**src/rtl/i2c_pkg.sv**
```systemverilog
// Shared FSM state encoding and I2C acknowledge bit levels for the register slave.
package i2c_pkg;

   typedef enum logic [3:0] {
      ST_IDLE,
      ST_ADDR,
      ST_ADDR_ACK,
      ST_PTR,
      ST_PTR_ACK,
      ST_WDATA,
      ST_WDATA_ACK,
      ST_RDATA,
      ST_RDATA_ACK,
      ST_WAIT
   } state_t;

   // SDA level on the 9th clock.
   localparam logic I2C_ACK  = 1'b0;
   localparam logic I2C_NACK = 1'b1;

endpackage

```
**src/rtl/i2c_sync_edge.sv**
```systemverilog
// Two-flop synchroniser for a raw bus pin plus one delay stage for rise/fall detection.
module i2c_sync_edge (
   input  logic clk,
   input  logic rst_n,
   input  logic d,
   output logic q,
   output logic rise,
   output logic fall
);

   logic [2:0] sr;

   always_ff @(posedge clk or negedge rst_n) begin
      if (!rst_n) begin
         sr <= 3'b111;  // idle I2C bus is high
      end else begin
         // NOTE: non-blocking so each stage captures the previous stage's old value.
         sr <= {sr[1:0], d};
      end
   end

   assign q    = sr[1];
   assign rise = sr[1] & ~sr[2];
   assign fall = ~sr[1] & sr[2];

endmodule

```
**src/rtl/i2c_reg_slave.sv**
```systemverilog
// I2C slave exposing NUM_REGS 8-bit registers through an auto-incrementing pointer.
module i2c_reg_slave
   import i2c_pkg::*;
#(
   parameter logic [6:0] DEV_ADDR = 7'h2A,
   parameter int         NUM_REGS = 4,
   parameter int         PTR_W    = 4
) (
   input  logic                  clk,
   input  logic                  rst_n,
   input  logic                  ena,
   input  logic                  scl_in,
   input  logic                  sda_in,
   output logic                  sda_oe,
   output logic [8*NUM_REGS-1:0] reg_out,
   output logic                  wr_strobe,
   output logic [PTR_W-1:0]      wr_index
);

   logic scl_q, scl_rise, scl_fall;
   logic sda_q, sda_rise, sda_fall;

   i2c_sync_edge u_scl_sync (
      .clk  (clk),
      .rst_n(rst_n),
      .d    (scl_in),
      .q    (scl_q),
      .rise (scl_rise),
      .fall (scl_fall)
   );

   i2c_sync_edge u_sda_sync (
      .clk  (clk),
      .rst_n(rst_n),
      .d    (sda_in),
      .q    (sda_q),
      .rise (sda_rise),
      .fall (sda_fall)
   );

   logic start, stop;
   assign start = sda_fall & scl_q;
   assign stop  = sda_rise & scl_q;

   state_t           state_q, state_d;
   logic [2:0]       bit_cnt_q, bit_cnt_d;
   logic [PTR_W-1:0] ptr_q, ptr_d, ptr_nxt;
   logic [7:0]       shift_q, shift_d, rx_byte;
   logic             rw_q, rw_d;
   logic             sda_oe_q, sda_oe_d;
   logic             wr_strobe_q, wr_strobe_d;
   logic [PTR_W-1:0] wr_index_q, wr_index_d;
   logic             wr_en;
   logic [7:0]       regs [NUM_REGS];
   logic [7:0]       rd_cur, rd_nxt;

   function automatic logic [PTR_W-1:0] ptr_inc(input logic [PTR_W-1:0] p);
      return (p == PTR_W'(NUM_REGS - 1)) ? '0 : p + PTR_W'(1);
   endfunction

   assign ptr_nxt = ptr_inc(ptr_q);
   assign rx_byte = {shift_q[6:0], sda_q};

   always_comb begin
      rd_cur = '0;
      rd_nxt = '0;
      for (int i = 0; i < NUM_REGS; i++) begin
         if (ptr_q == PTR_W'(i))   rd_cur = regs[i];
         if (ptr_nxt == PTR_W'(i)) rd_nxt = regs[i];
      end
   end

   always_comb begin
      // NOTE: every signal assigned here gets a default first, so no path infers a latch.
      state_d     = state_q;
      bit_cnt_d   = bit_cnt_q;
      ptr_d       = ptr_q;
      shift_d     = shift_q;
      rw_d        = rw_q;
      sda_oe_d    = sda_oe_q;
      wr_en       = 1'b0;
      wr_strobe_d = 1'b0;
      wr_index_d  = wr_index_q;

      if (!ena || stop) begin
         state_d  = ST_IDLE;
         sda_oe_d = 1'b0;
      end else if (start) begin
         state_d   = ST_ADDR;
         bit_cnt_d = '0;
         sda_oe_d  = 1'b0;
      end else if (scl_rise) begin
         case (state_q)
            ST_ADDR, ST_PTR, ST_WDATA, ST_RDATA: begin
               shift_d   = rx_byte;
               bit_cnt_d = bit_cnt_q + 3'd1;
               if (bit_cnt_q == 3'd7) begin
                  case (state_q)
                     ST_ADDR: begin
                        if (rx_byte[7:1] == DEV_ADDR) begin
                           state_d = ST_ADDR_ACK;
                           rw_d    = rx_byte[0];
                        end else begin
                           state_d = ST_WAIT;
                        end
                     end
                     ST_PTR: begin
                        if (int'(rx_byte) < NUM_REGS) begin
                           ptr_d   = PTR_W'(rx_byte);
                           state_d = ST_PTR_ACK;
                        end else begin
                           state_d = ST_WAIT;
                        end
                     end
                     ST_WDATA: begin
                        wr_en       = 1'b1;
                        wr_strobe_d = 1'b1;
                        wr_index_d  = ptr_q;
                        ptr_d       = ptr_nxt;
                        state_d     = ST_WDATA_ACK;
                     end
                     default: state_d = ST_RDATA_ACK;
                  endcase
               end
            end
            ST_ADDR_ACK: begin
               if (rw_q) begin
                  state_d = ST_RDATA;
                  shift_d = rd_cur;
               end else begin
                  state_d = ST_PTR;
               end
            end
            ST_PTR_ACK, ST_WDATA_ACK: state_d = ST_WDATA;
            ST_RDATA_ACK: begin
               if (sda_q == I2C_NACK) begin
                  state_d = ST_WAIT;
               end else begin
                  ptr_d   = ptr_nxt;
                  shift_d = rd_nxt;
                  state_d = ST_RDATA;
               end
            end
            default: ;
         endcase
      end else if (scl_fall) begin
         // SDA only changes while SCL is low.
         case (state_q)
            ST_ADDR_ACK, ST_PTR_ACK, ST_WDATA_ACK: sda_oe_d = ~I2C_ACK;
            ST_RDATA:                              sda_oe_d = ~shift_q[7];
            default:                               sda_oe_d = 1'b0;
         endcase
      end
   end

   always_ff @(posedge clk or negedge rst_n) begin
      if (!rst_n) begin
         state_q     <= ST_IDLE;
         bit_cnt_q   <= '0;
         ptr_q       <= '0;
         shift_q     <= '0;
         rw_q        <= 1'b0;
         sda_oe_q    <= 1'b0;
         wr_strobe_q <= 1'b0;
         wr_index_q  <= '0;
      end else begin
         state_q     <= state_d;
         bit_cnt_q   <= bit_cnt_d;
         ptr_q       <= ptr_d;
         shift_q     <= shift_d;
         rw_q        <= rw_d;
         sda_oe_q    <= sda_oe_d;
         wr_strobe_q <= wr_strobe_d;
         wr_index_q  <= wr_index_d;
      end
   end

   always_ff @(posedge clk or negedge rst_n) begin
      if (!rst_n) begin
         // NOTE: the register file is small and must read back 0 after reset, so it is reset flop by flop.
         for (int i = 0; i < NUM_REGS; i++) regs[i] <= 8'h00;
      end else if (wr_en) begin
         for (int i = 0; i < NUM_REGS; i++) begin
            if (ptr_q == PTR_W'(i)) regs[i] <= rx_byte;
         end
      end
   end

   for (genvar g = 0; g < NUM_REGS; g++) begin : g_out
      assign reg_out[8*g +: 8] = regs[g];
   end

   assign sda_oe    = sda_oe_q;
   assign wr_strobe = wr_strobe_q;
   assign wr_index  = wr_index_q;

endmodule

```
**config.mk**
```make
export PLATFORM = sky130hd
export DESIGN_NAME = i2c_reg_slave
export DESIGN_NICKNAME = d
export VERILOG_FILES = /design/src/rtl/i2c_pkg.sv /design/src/rtl/i2c_sync_edge.sv /design/src/rtl/i2c_reg_slave.sv
export SDC_FILE = /design/constraint.sdc
export NUM_CORES = 1
export LEC_CHECK = 0
export CORE_ASPECT_RATIO = 0.75
export CORE_UTILIZATION = 35
export DETAILED_ROUTE_END_ITERATION = 6
export GPL_TIMING_DRIVEN = 1
export PLACE_DENSITY = 0.61
export SLEW_MARGIN = 20
export SYNTH_ARGS = -nofsm -noshare
export SYNTH_HDL_FRONTEND = slang
export SYNTH_SLANG_ARGS = --single-unit
```
**constraint.sdc**
```tcl
create_clock -name clk -period 3.9 [get_ports clk]
set_clock_uncertainty 0.15 [all_clocks]
set_input_delay 0.975 -clock clk [delete_from_list [all_inputs] [get_ports clk]]
set_output_delay 0.975 -clock clk [all_outputs]
set_load 0.03 [all_outputs]
```
Word-level counts from Yosys, hierarchy flattened
Index checks and enable logic that the tools add are counted.
Word-level totals
  logic and storage cells: 119
  output and inout port bits: 38
  register bits after elaboration: 64
Operators by class
  equal/unequal tests: 23
  reductions and logical operators: 25
  muxes and demuxes: 41
  add/sub/neg operators: 2
  bitwise gates (word level): 13
  order comparisons: 1
Operators with widths (number)
  8-bit 2-to-1 mux: 10
  4-bit 2-to-1 mux: 11
  4-bit by 2-bit equality test with 1-bit output, second input constant: 6
  8-bit case mux with 3 select lines: 1
  4-bit by 3-bit equality test with 1-bit output, second input constant: 4
  4-bit case mux with 2 select lines: 2
  4-bit case mux with 4 select lines: 1
  4-bit by 1-bit equality test with 1-bit output, second input constant: 3
  3-bit 2-to-1 mux: 4
  4-bit case mux with 3 select lines: 1
  6-bit AND reduction: 2
  1-bit 2-to-1 mux: 10
  2-bit AND reduction: 5
  3-bit nonzero test: 3
  4-bit zero test: 2
  8-bit by 3-bit < comparator with 1-bit output, second input constant: 1
  8-bit AND reduction: 1
  7-bit by 6-bit equality test with 1-bit output, second input constant: 1
  1-bit inverter: 7
  7-bit AND reduction: 1
  1-bit bitwise AND: 6
  2-bit inequality test, second input constant: 3
  3-bit inequality test, second input constant: 2
  3-bit AND reduction: 2
  14 further kinds: 16

Longest topological paths before layout
Gate-level depths: netlist (run 1).
  depth after elaboration: 9
  mapped depth: 9

Modules after synthesis
A second synthesis (run 1) with hierarchy kept.
Second synthesis, totals
  cells, all modules: 369
  area, all modules: 3589.7 µm²
Modules (own cells, without submodules)
  i2c_reg_slave: cells an instance 359, sequential area each 1451.4 µm², times used 1, area an instance 3402.0 µm²
  i2c_sync_edge: cells an instance 5, sequential area each 78.8 µm², times used 2, area an instance 93.8 µm²

Least setup slack after synthesis (run 1)
OpenSTA, ideal clock, no wires.
  path type: input to register
  start point: in ena
  end point: reg regs, in the netlist reg_out[11]
  required time: 3625 ps
  library setup time: 125 ps
  stages: 5
  data arrival time: 1883 ps
  slack: 1742 ps
  cells stage by stage: and3_4 > and2_4 > buf_12 > nand3_4 > mux2_4
On the way
  cells in the longest elaborated chain, start to end: 4
Ends and longest elaborated chain
  from (decl): RTL line i2c_reg_slave.sv:11  | input logic ena,
  1-bit zero test: RTL line i2c_reg_slave.sv:85  | if (!ena || stop) begin
  1-bit logical OR: RTL line i2c_reg_slave.sv:85
  1-bit 2-to-1 mux: RTL line i2c_reg_slave.sv:85
  2-bit AND reduction (no source line)
  to (signal, indexed assignment): RTL line i2c_reg_slave.sv:184  | if (ptr_q == PTR_W'(i)) regs[i] <= rx_byte;
  to (decl): RTL line i2c_reg_slave.sv:54  | logic [7:0] regs [NUM_REGS];
No other way between the ends.
A chain may end at the register's enable or synchronous reset.

Final worst setup path (run 1)
  start point: reg ptr_q[0]
  end point: reg shift_q[6]
On the way
  cells in the longest elaborated chain, start to end: 9
Ends and longest elaborated chain
  from (decl): RTL line i2c_reg_slave.sv:47  | logic [PTR_W-1:0] ptr_q, ptr_d, ptr_nxt;
  from (signal assigned): RTL line i2c_reg_slave.sv:169  | ptr_q <= ptr_d;
  4-bit by 1-bit adder with 4-bit output / 4-bit by 2-bit equality test with 1-bit output (equally long branches): RTL line i2c_reg_slave.sv:58, i2c_reg_slave.sv:68
  4-bit 2-to-1 mux: RTL line i2c_reg_slave.sv:58  | return (p == PTR_W'(NUM_REGS - 1)) ? '0 : p + PTR_W'(1);
  4-bit zero test: RTL line i2c_reg_slave.sv:69  | if (ptr_nxt == PTR_W'(i)) rd_nxt = regs[i];
  8-bit 2-to-1 mux (4 in series): RTL line i2c_reg_slave.sv:69
  8-bit 2-to-1 mux: RTL line i2c_reg_slave.sv:136  | if (sda_q == I2C_NACK) begin
  8-bit case mux with 3 select lines *: RTL line i2c_reg_slave.sv:93  | case (state_q)
  to (signal assigned): RTL line i2c_reg_slave.sv:170  | shift_q <= shift_d;
  to (decl): RTL line i2c_reg_slave.sv:48  | logic [7:0] shift_q, shift_d, rx_byte;
Mark *: on every way between the ends. The rest lies on a longest branch, timed or not. The select of a mux whose other input is x is not followed.

==> metrics.csv, run 1 <==
metric;value;unit
status;finished, final reports clean;
Static Leakage;1.79;nW
routed wire length per instance;18.4;um
first-pass GRT wire length;15400;um
DRC viols;0;
Worst path max stage delay;630;ps
via/cell ratio;5.64;
die height;91.1;um
worst-margin pin slew;1060;ps
Crit-path slowest cell;ha_1;
Synth Register Bits;64;
setup ws final;1030;ps
total grt overflow;0;
critical path cell sequence;inv_1, ha_1, nor2b_1, a221oi_1, o31ai_1, a222oi_1, o21ai_1;
Post-Syn Instances;345;
clock sink count;64;
Mapped Nets;357;
Final setup viols;0;
hold buffers post-CTS;0;
Worst path top cell family by delay;compound AO/OA/AOI/OAI gates;
clock transition at the registers of the reported paths;50;ps
hold slack;204;ps
area of the multi-input gates;1890;um^2
ys async rst share;100;%
Design Area, Final;4450;um^2
Post-CTS Setup Inserts;0;
Setup Total Neg Slack;0;ps
setup slack at placement;1050;ps
worst vdd ir;0.229;mV
P&R area growth vs syn;20.2;%
synthesized area per cell;10.7;um^2
area of the die;11000;um^2
First DRT Iteration DRCs;238;
post-CTS sizing;0;
initial core utilization;36.0;%
CTS buffer count;9;
CORE AREA;10300;um^2
RSZ-0062 raised after global routing;false;
worst skew pair latency;320;ps
synth warn;0;
Cell Count, Final, Fillers Out;517;
layout cells sized above 1;21.8;%
Via Count;2917;
WP data arrival;2880;ps
top_reg_cell synth;dfrtp_1;
largest net degree at the start of global routing;29;
row count;32;
CP max FO;19;
fin crit period;2870;ps
Final Cycle Share;73.6;%
Clock Tree Root;clkbuf_16;
final hold vios;0;
GRT Total Usage;18.2;%
synthesized area;3700;um^2
IO Pins;43;
most common cell after layout, fill and taps aside;dfrtp_1;
hpwl dp;6790;um
I/O Buffers;42;
NumNets Final;388;
placed cell count;501;
crit path capture type;flop;
DR pass1 iterations;5;
register area;1610;um^2
Max Cap Viol;0;
Bufs and invs on worst path;1;
initial antenna violation count;0;
CP Class;reg2reg;
DRT antenna net count;0;
CTS tree;yes;
worst hold-check path type;reg2reg;
Post-synth EDFFs;0;
vias in the first global route;2722;
Setup crit start kind;flop;
Post-DP Area;4160;um^2
Critical Path RT;3910;ps
PD cells;333;nW/um^2
die span in x;121;um
Antenna Cells;0;
Yosys cell types;62;
Max Buffers Root-to-Sink;2;
Filler Cell Count;958;
drt total wl;9520;um
most frequent cells in the layout;dfrtp_1, clkdlybuf4s50_1, nand2_1, mux2_2, nor2_1;
f_max;0.349;GHz
Max-slew headroom;28.8;%
final slew viol count;0;
post-synthesis sequential area ratio;43.5;%
H-tree levels;3;
GP Congestion;0.828;
-- path summary, 6_finish.rpt --
kind                                       start          endpoint  slack (ps)  cells past startpoint
worst max-delay path                    ptr_q[0]        shift_q[6]        1030                      7
worst min-delay path            u_scl_sync.sr[0]  u_scl_sync.sr[1]         200                      0
worst max register to register          ptr_q[0]        shift_q[6]        1030                      7
worst min register to register  u_scl_sync.sr[0]  u_scl_sync.sr[1]         200                      0
max in group asynchronous                  rst_n        shift_q[2]        2380                      2
min in group asynchronous                  rst_n       reg_out[28]         460                      1
-- layout make-up --
type | count | area share [%]
Sequential cell | 64 | 36.2
Inverter | 16 | 1.35
Tap cell | 136 | 3.83
Multi-Input combinational cell | 241 | 42.6
Clock buffer | 12 | 5.77
Timing Repair Buffer | 44 | 9.68
Clock inverter | 4 | 0.647
-- flip-flops by register name (all words and copies together), names as in the netlist --
signal / cells
sda_oe: 1
bit_cnt_q: 3
u_sda_sync.sr: 3
wr_strobe: 1
u_scl_sync.sr: 3
wr_index: 4
ptr_q: 4
rw_q: 1
shift_q: 8
reg_out: 32
state_q: 4
-- kinds of logic (layout without fill, tap and decap cells) --
family          count (synthesis)  in the layout  synth area share [%]
buf+inv                        40             76                  5.38
flops                          64             64                  43.5
mux                            39             39                  12.5
compound gates                 91             91                  19.7
fa+ha+maj                       7              7                  2.37
simple gates                  102            102                  15.9
xor+xnor                        2              2                 0.676
-- Yosys cell counts (all sizes together) (2+ instances only) --
cell type,count,area share (%)
o211ai,10,2.4
dfstp,6,4.3
buf,16,2.9
and2,2,0.41
mux2,36,12
a211oi,2,0.74
nor3,7,0.95
o221a,8,2.4
nand2,40,4.1
dfrtp,58,39
and3,3,0.64
nor2b,2,0.34
a222oi,8,2.2
nand3b,3,0.61
inv,16,1.6
o31ai,2,0.41
nor2,18,2.3
a31oi,4,0.68
mux2i,3,0.81
or3b,3,0.71
o22ai,4,1.0
clkbuf,8,0.81
o21ai,15,2.0
or4b,2,0.54
nor4,3,0.51
nand3,9,2.6
ha,7,2.4
a221oi,13,3.1
a22o,4,0.95
a21oi,13,2.0
nand2b,4,0.68
-- worst register-to-register path: stages, from the launching register on --
cell      delay (ps)
dfrtp_1          480
inv_1            150
ha_1             630
nor2b_1          340
a221oi_1         370
o31ai_1          120
a222oi_1         370
o21ai_1           90
-- layer usage --
metal / up-vias / global-route usage (%) / wire length, um
li1: 1361 / - / -
met5: - / 0 / 0
met4: 0 / 6.38 / 131
met2: 139 / 24.9 / 4040
met1: 1408 / 28.2 / 4640
met3: 9 / 3.14 / 716
-- report_power, final --
group	internal (mW)	total [mW]	switching [mW]
Clock	0.464	0.752	0.287
Combinational	0.0148	0.0415	0.0266
Sequential	0.674	0.687	0.0131
Total	1.15	1.48	0.327
-- metrics by stage --
stage,power (mW),util [%]
after detailed placement,0.741,40.5
final,1.48,43.2
after global placement,0.739,40.5
after CTS,1.50,43.2
after floorplan,0.714,-
after global routing,1.53,43.2
(Power assumes the default switching activity.)
==> run 2: changes to the inputs <==
PLACE_DENSITY = 0.63   (was 0.61)
clock period = 2.4 ns   (was 3.9 ns; I/O delays follow)
==> metrics.csv, run 2 (synthesis gave the netlist of run 1 again) <==
metric;value;unit
DR pass1 iterations;7;
Clock Tree Root;clkbuf_16;
CP max FO;4;
vias in the first global route;2779;
clock sink count;64;
fin crit period;2270;ps
First DRT Iteration DRCs;283;
Worst path max stage delay;720;ps
total grt overflow;0;
P&R area growth vs syn;25.1;%
Tot Pwr;2.71;mW
final slew viol count;0;
area of the die;11000;um^2
Crit-path slowest cell;clkdlybuf4s50_1;
worst vdd ir;0.380;mV
Setup crit start kind;flop;
most frequent cells in the layout;dfrtp_1, clkdlybuf4s50_1, nand2_1, mux2_2, nor2_1;
CTS tree;yes;
GRT Total Usage;19.2;%
Bufs and invs on worst path;1;
Critical Path RT;1650;ps
hpwl dp;6870;um
DRT antenna net count;0;
worst-margin pin slew;580;ps
initial antenna violation count;0;
largest net degree at the start of global routing;65;
layout cells sized above 1;25.6;%
failing checks;DRC;
Max Buffers Root-to-Sink;2;
routed wire length per instance;18.7;um
worst hold-check path type;in2async;
max reg flops;32;
CORE AREA;10300;um^2
crit path capture type;output port;
Static Leakage;1.89;nW
row count;32;
H-tree levels;3;
drt total wl;9910;um
NumNets Final;401;
Max-slew headroom;61.3;%
most common cell after layout, fill and taps aside;dfrtp_1;
RSZ-0062 raised after global routing;false;
Filler Cell Count;925;
hold slack;123;ps
die span in x;121;um
status;finished, violations left;
GP Congestion;0.883;
first-pass GRT wire length;15800;um
Post-CTS Setup Inserts;0;
IO Pins;43;
initial core utilization;36.0;%
die height;91.1;um
Via Count;3018;
hold buffers post-CTS;0;
f_max;0.441;GHz
Worst path top cell family by delay;buffers and inverters;
Final setup viols;0;
worst skew pair latency;330;ps
CP Class;reg2out;
Max Cap Viol;0;
PD cells;585;nW/um^2
DRC viols;17;
setup slack at placement;27.6;ps
final hold vios;0;
I/O Buffers;42;
Setup Total Neg Slack;0;ps
via/cell ratio;5.69;
setup ws final;130;ps
WP data arrival;1520;ps
clock transition at the registers of the reported paths;50;ps
Final Cycle Share;94.6;%
CTS buffer count;9;
critical path cell sequence;clkdlybuf4s50_1;
Antenna Cells;0;
[run 2: cell count changes in the layout (fill, tap and decap cells not counted)]
cell	previous run	this run
dfrtp_2	0	2
nor2b_1	2	1
clkbuf_8	2	1
nand2_2	0	1
ha_1	7	6
buf_4	2	14
ha_2	0	1
nor2b_2	0	1
nand2_1	40	39
bufinv_16	0	3
buf_12	0	1
dfrtp_1	58	56
clkinvlp_4	2	0
[run 2: power breakdown]
group,total (mW),switching [mW],internal [mW]
Combinational,0.0861,0.0557,0.0304
Clock,1.51,0.472,1.04
Sequential,1.11,0.0115,1.10
[run 2: final timing paths]
check | cells after the start | startpoint | end | slack (ps)
setup / recovery | 1 | reg_out[6] | reg_out[6] | 130
hold reg to reg | 0 | u_scl_sync.sr[0] | u_scl_sync.sr[1] | 200
max in group asynchronous | 2 | rst_n | u_scl_sync.sr[0] | 1650
setup reg to reg | 7 | ptr_q[0] | shift_q[1] | 160
min in group clk | 0 | u_scl_sync.sr[0] | u_scl_sync.sr[1] | 200
hold / removal | 2 | rst_n | state_q[3] | 120
[run 2: worst reg2reg max path, cell delays in order (launching register included)]
cell	delay [ps]
dfrtp_2	460
inv_1	110
ha_1	160
buf_4	250
nand2_2	180
o221a_2	280
a222oi_1	370
o21ai_0	140
[run 2: through the flow]
step / cells / cell area, um^2 / utilization (%)
floorplan: 345 / 3700 / -
global placement: 514 / 4270 / 41.5
detailed placement: 514 / 4270 / 41.5
CTS: 530 / 4620 / 44.9
global route: 530 / 4630 / 45.0
finish: 530 / 4630 / 45.0
[run 2: area by class of cell]
cell class / count / area (um^2) / share of cell area (%)
timing repair buffer: 57 / 541 / 11.7
clock inverter: 5 / 104 / 2.24
multi-input combinational: 241 / 1900 / 41.1
sequential: 64 / 1610 / 34.8
clock buffer: 11 / 243 / 5.24
tap: 136 / 170 / 3.68
inverter: 16 / 60.1 / 1.30
[run 2: metal layers]
layer / vias to the layer above / global-route usage, % / share of wire, % / routed length, um
met1: 1482 / 29.0 / 49 / 4810
met5: - / 0 / 0 / 0
met2: 129 / 25.4 / 43 / 4220
met3: 18 / 4.33 / 6.8 / 677
met4: 0 / 9.05 / 2.1 / 207
li1: 1389 / - / - / -
[run 2: timing repair]
item,CTS,global route
resized for setup,0,5
endpoints found under the hold margin,0,0
setup endpoints to repair,0,7
==> run 3: changes to the inputs <==
ABC_AREA = 1   (was not set)
CTS_CLUSTER_DIAMETER = 200   (was not set)
==> metrics.csv, run 3 <==
metric;value;unit
status;finished, final reports clean;
synth warn;0;
drt total wl;10200;um
initial antenna violation count;0;
Filler Cell Count;1037;
Critical path origin;reg_out[13];
final hold vios;0;
Critical Path End;reg_out[13];
H-tree levels;3;
Worst path top cell family by delay;buffers and inverters;
via/cell ratio;4.95;
GRT Total Usage;19.6;%
total grt overflow;0;
RSZ-0062 raised after global routing;false;
synthesized area;3900;um^2
first-pass GRT wire length;17400;um
IO Pins;43;
die span in x;124;um
die height;93.4;um
layout cells sized above 1;9.49;%
clock transition at the registers of the reported paths;60;ps
reg-to-reg setup timing slack;270;ps
worst vdd ir;0.524;mV
worst-margin pin slew;621;ps
worst hold-check path type;in2async;
Max Cap Viol;0;
Antenna Cells;0;
post-synthesis sequential area ratio;41.2;%
Post-DP Area;4620;um^2
CP Class;reg2out;
Post-CTS Setup Inserts;0;
WP data arrival;1440;ps
CP max FO;4;
Reg2Reg Launch Point;u_scl_sync.sr[1];
fin crit period;2190;ps
final slew viol count;0;
Mapped Nets;587;
synthesized area per cell;6.78;um^2
CTS buffer count;9;
PD cells;773;nW/um^2
Critical Path RT;1650;ps
Worst path max stage delay;700;ps
Static Leakage;2.52;nW
NumNets Final;650;
Setup crit start kind;flop;
Via Count;3858;
area of the die;11600;um^2
Post-Syn Instances;575;
row count;32;
Yosys cell types;29;
Bufs and invs on worst path;1;
Post-synth EDFFs;0;
depth of the worst register-to-register path;9;
DRT antenna net count;0;
GP Congestion;0.910;
CORE AREA;10600;um^2
P&R area growth vs syn;26.7;%
Commonest cells post-synth;nand2_1, inv_1, o21ai_0;
Crit-path slowest cell;clkdlybuf4s50_1;
largest net degree at the start of global routing;35;
hpwl dp;7510;um
Worst R2R End;reg_out[24];
most frequent cells in the layout;nand2_1, inv_1, o21ai_0, dfrtp_1, nor2_1;
I/O Buffers;42;
Max Buffers Root-to-Sink;2;
First DRT Iteration DRCs;364;
Final setup viols;0;
critical path cell sequence;clkdlybuf4s50_1;
initial core utilization;36.9;%
ys async rst share;100;%
top_reg_cell synth;dfrtp_1;
worst skew pair latency;330;ps
hold buffers post-CTS;0;
routed wire length per instance;13.0;um
crit path capture type;output port;
vias in the first global route;3549;
Clock Tree Root;clkbuf_16;
post-CTS sizing;0;
most numerous cell in the Yosys netlist;nand2_1;
CTS tree;yes;
Final Cycle Share;91.4;%
Setup Total Neg Slack;0;ps
most common cell after layout, fill and taps aside;nand2_1;
Max-slew headroom;58.2;%
f_max;0.456;GHz
Synth Register Bits;64;
clock sink count;64;
Design Area, Final;4940;um^2
DR pass1 iterations;5;
Yosys top cell by area;dfrtp_1;
synth top area cells;dfrtp_1, nand2_1, inv_1, o21ai_0, nor2_1;
Yosys top cell area share;37.2;%
critical path depth;1;
DRC viols;0;
max reg flops;32;
[run 3: cell count changes after synthesis, moves of 7 or more]
cell and delta:
nand2_1 +126, inv_1 +91, mux2_2 -27, nand3_1 +14, nor2_1 +33, o221a_2 -8
a221oi_1 -13, nand4_1 +19, o21ai_0 +57, a21oi_1 +20, a222oi_1 -8, o211ai_1 -9
mux2_4 -7
[run 3: cell families (layout without fill, tap and decap cells)]
| logic type | count (synthesis) | after routing | share of synthesized area (%) |
|---|---|---|---|
| adder cells (fa/ha/maj) | 7 | 7 | 2.24 |
| AND/OR/NAND/NOR | 277 | 277 | 30.9 |
| flip-flops | 64 | 64 | 41.2 |
| AO/OA/AOI/OAI | 102 | 102 | 13.3 |
| buffers and inverters | 125 | 193 | 12.3 |
[run 3: worst min-delay path by stage]
stage                     start               end  slack, ps  depth (start not counted)
2_1_floorplan             rst_n      bit_cnt_q[0]        150                          0
3_3_place_gp   u_sda_sync.sr[0]  u_sda_sync.sr[1]        200                          0
3_5_place_dp   u_sda_sync.sr[0]  u_sda_sync.sr[1]        200                          0
4_1_cts                   rst_n       reg_out[13]         70                          1
5_1_grt                   rst_n       reg_out[13]         90                          1
6_report                  rst_n       reg_out[13]         60                          1
[run 3: per-stage QoR]
| step | power (mW) | utilization (%) | worst slack [ps] | hold slack (ps) | cells |
|---|---|---|---|---|---|
| finish | 3.82 | 46.8 | 207 | 62.8 | 779 |
| global route | 4.08 | 46.8 | 20.9 | 93.2 | 779 |
| CTS | 3.84 | 46.8 | 206 | 67.6 | 779 |
| detailed placement | 2.42 | 43.7 | 55.8 | 197 | 763 |
| global placement | 2.39 | 43.7 | 24.1 | 196 | 763 |
| floorplan | 2.07 | - | 286 | 154 | 575 |
[run 3: layout make-up]
class                   instances  area (um^2)  share of cell area [%]
clock buffers                   9          225                    4.56
clock inverters                 7         96.3                    1.95
repair buffers                 67          616                    12.5
inverters                     110          413                    8.35
well taps                     136          170                    3.44
multi-input cells             386         1810                    36.7
flip-flops and latches         64         1610                    32.5
[run 3: power by group]
part | leakage, nW | switching (mW) | internal [mW]
sequential | 0.680 | 0.187 | 1.19
clock | 0.148 | 0.496 | 0.908
combinational | 1.69 | 0.678 | 0.357
[run 3: per-layer routing]
metal	GRT usage (%)	wire (um)
met1	27.8	5160
met2	29.4	4400
met3	4.27	457
met4	6.25	138
met5	0	0
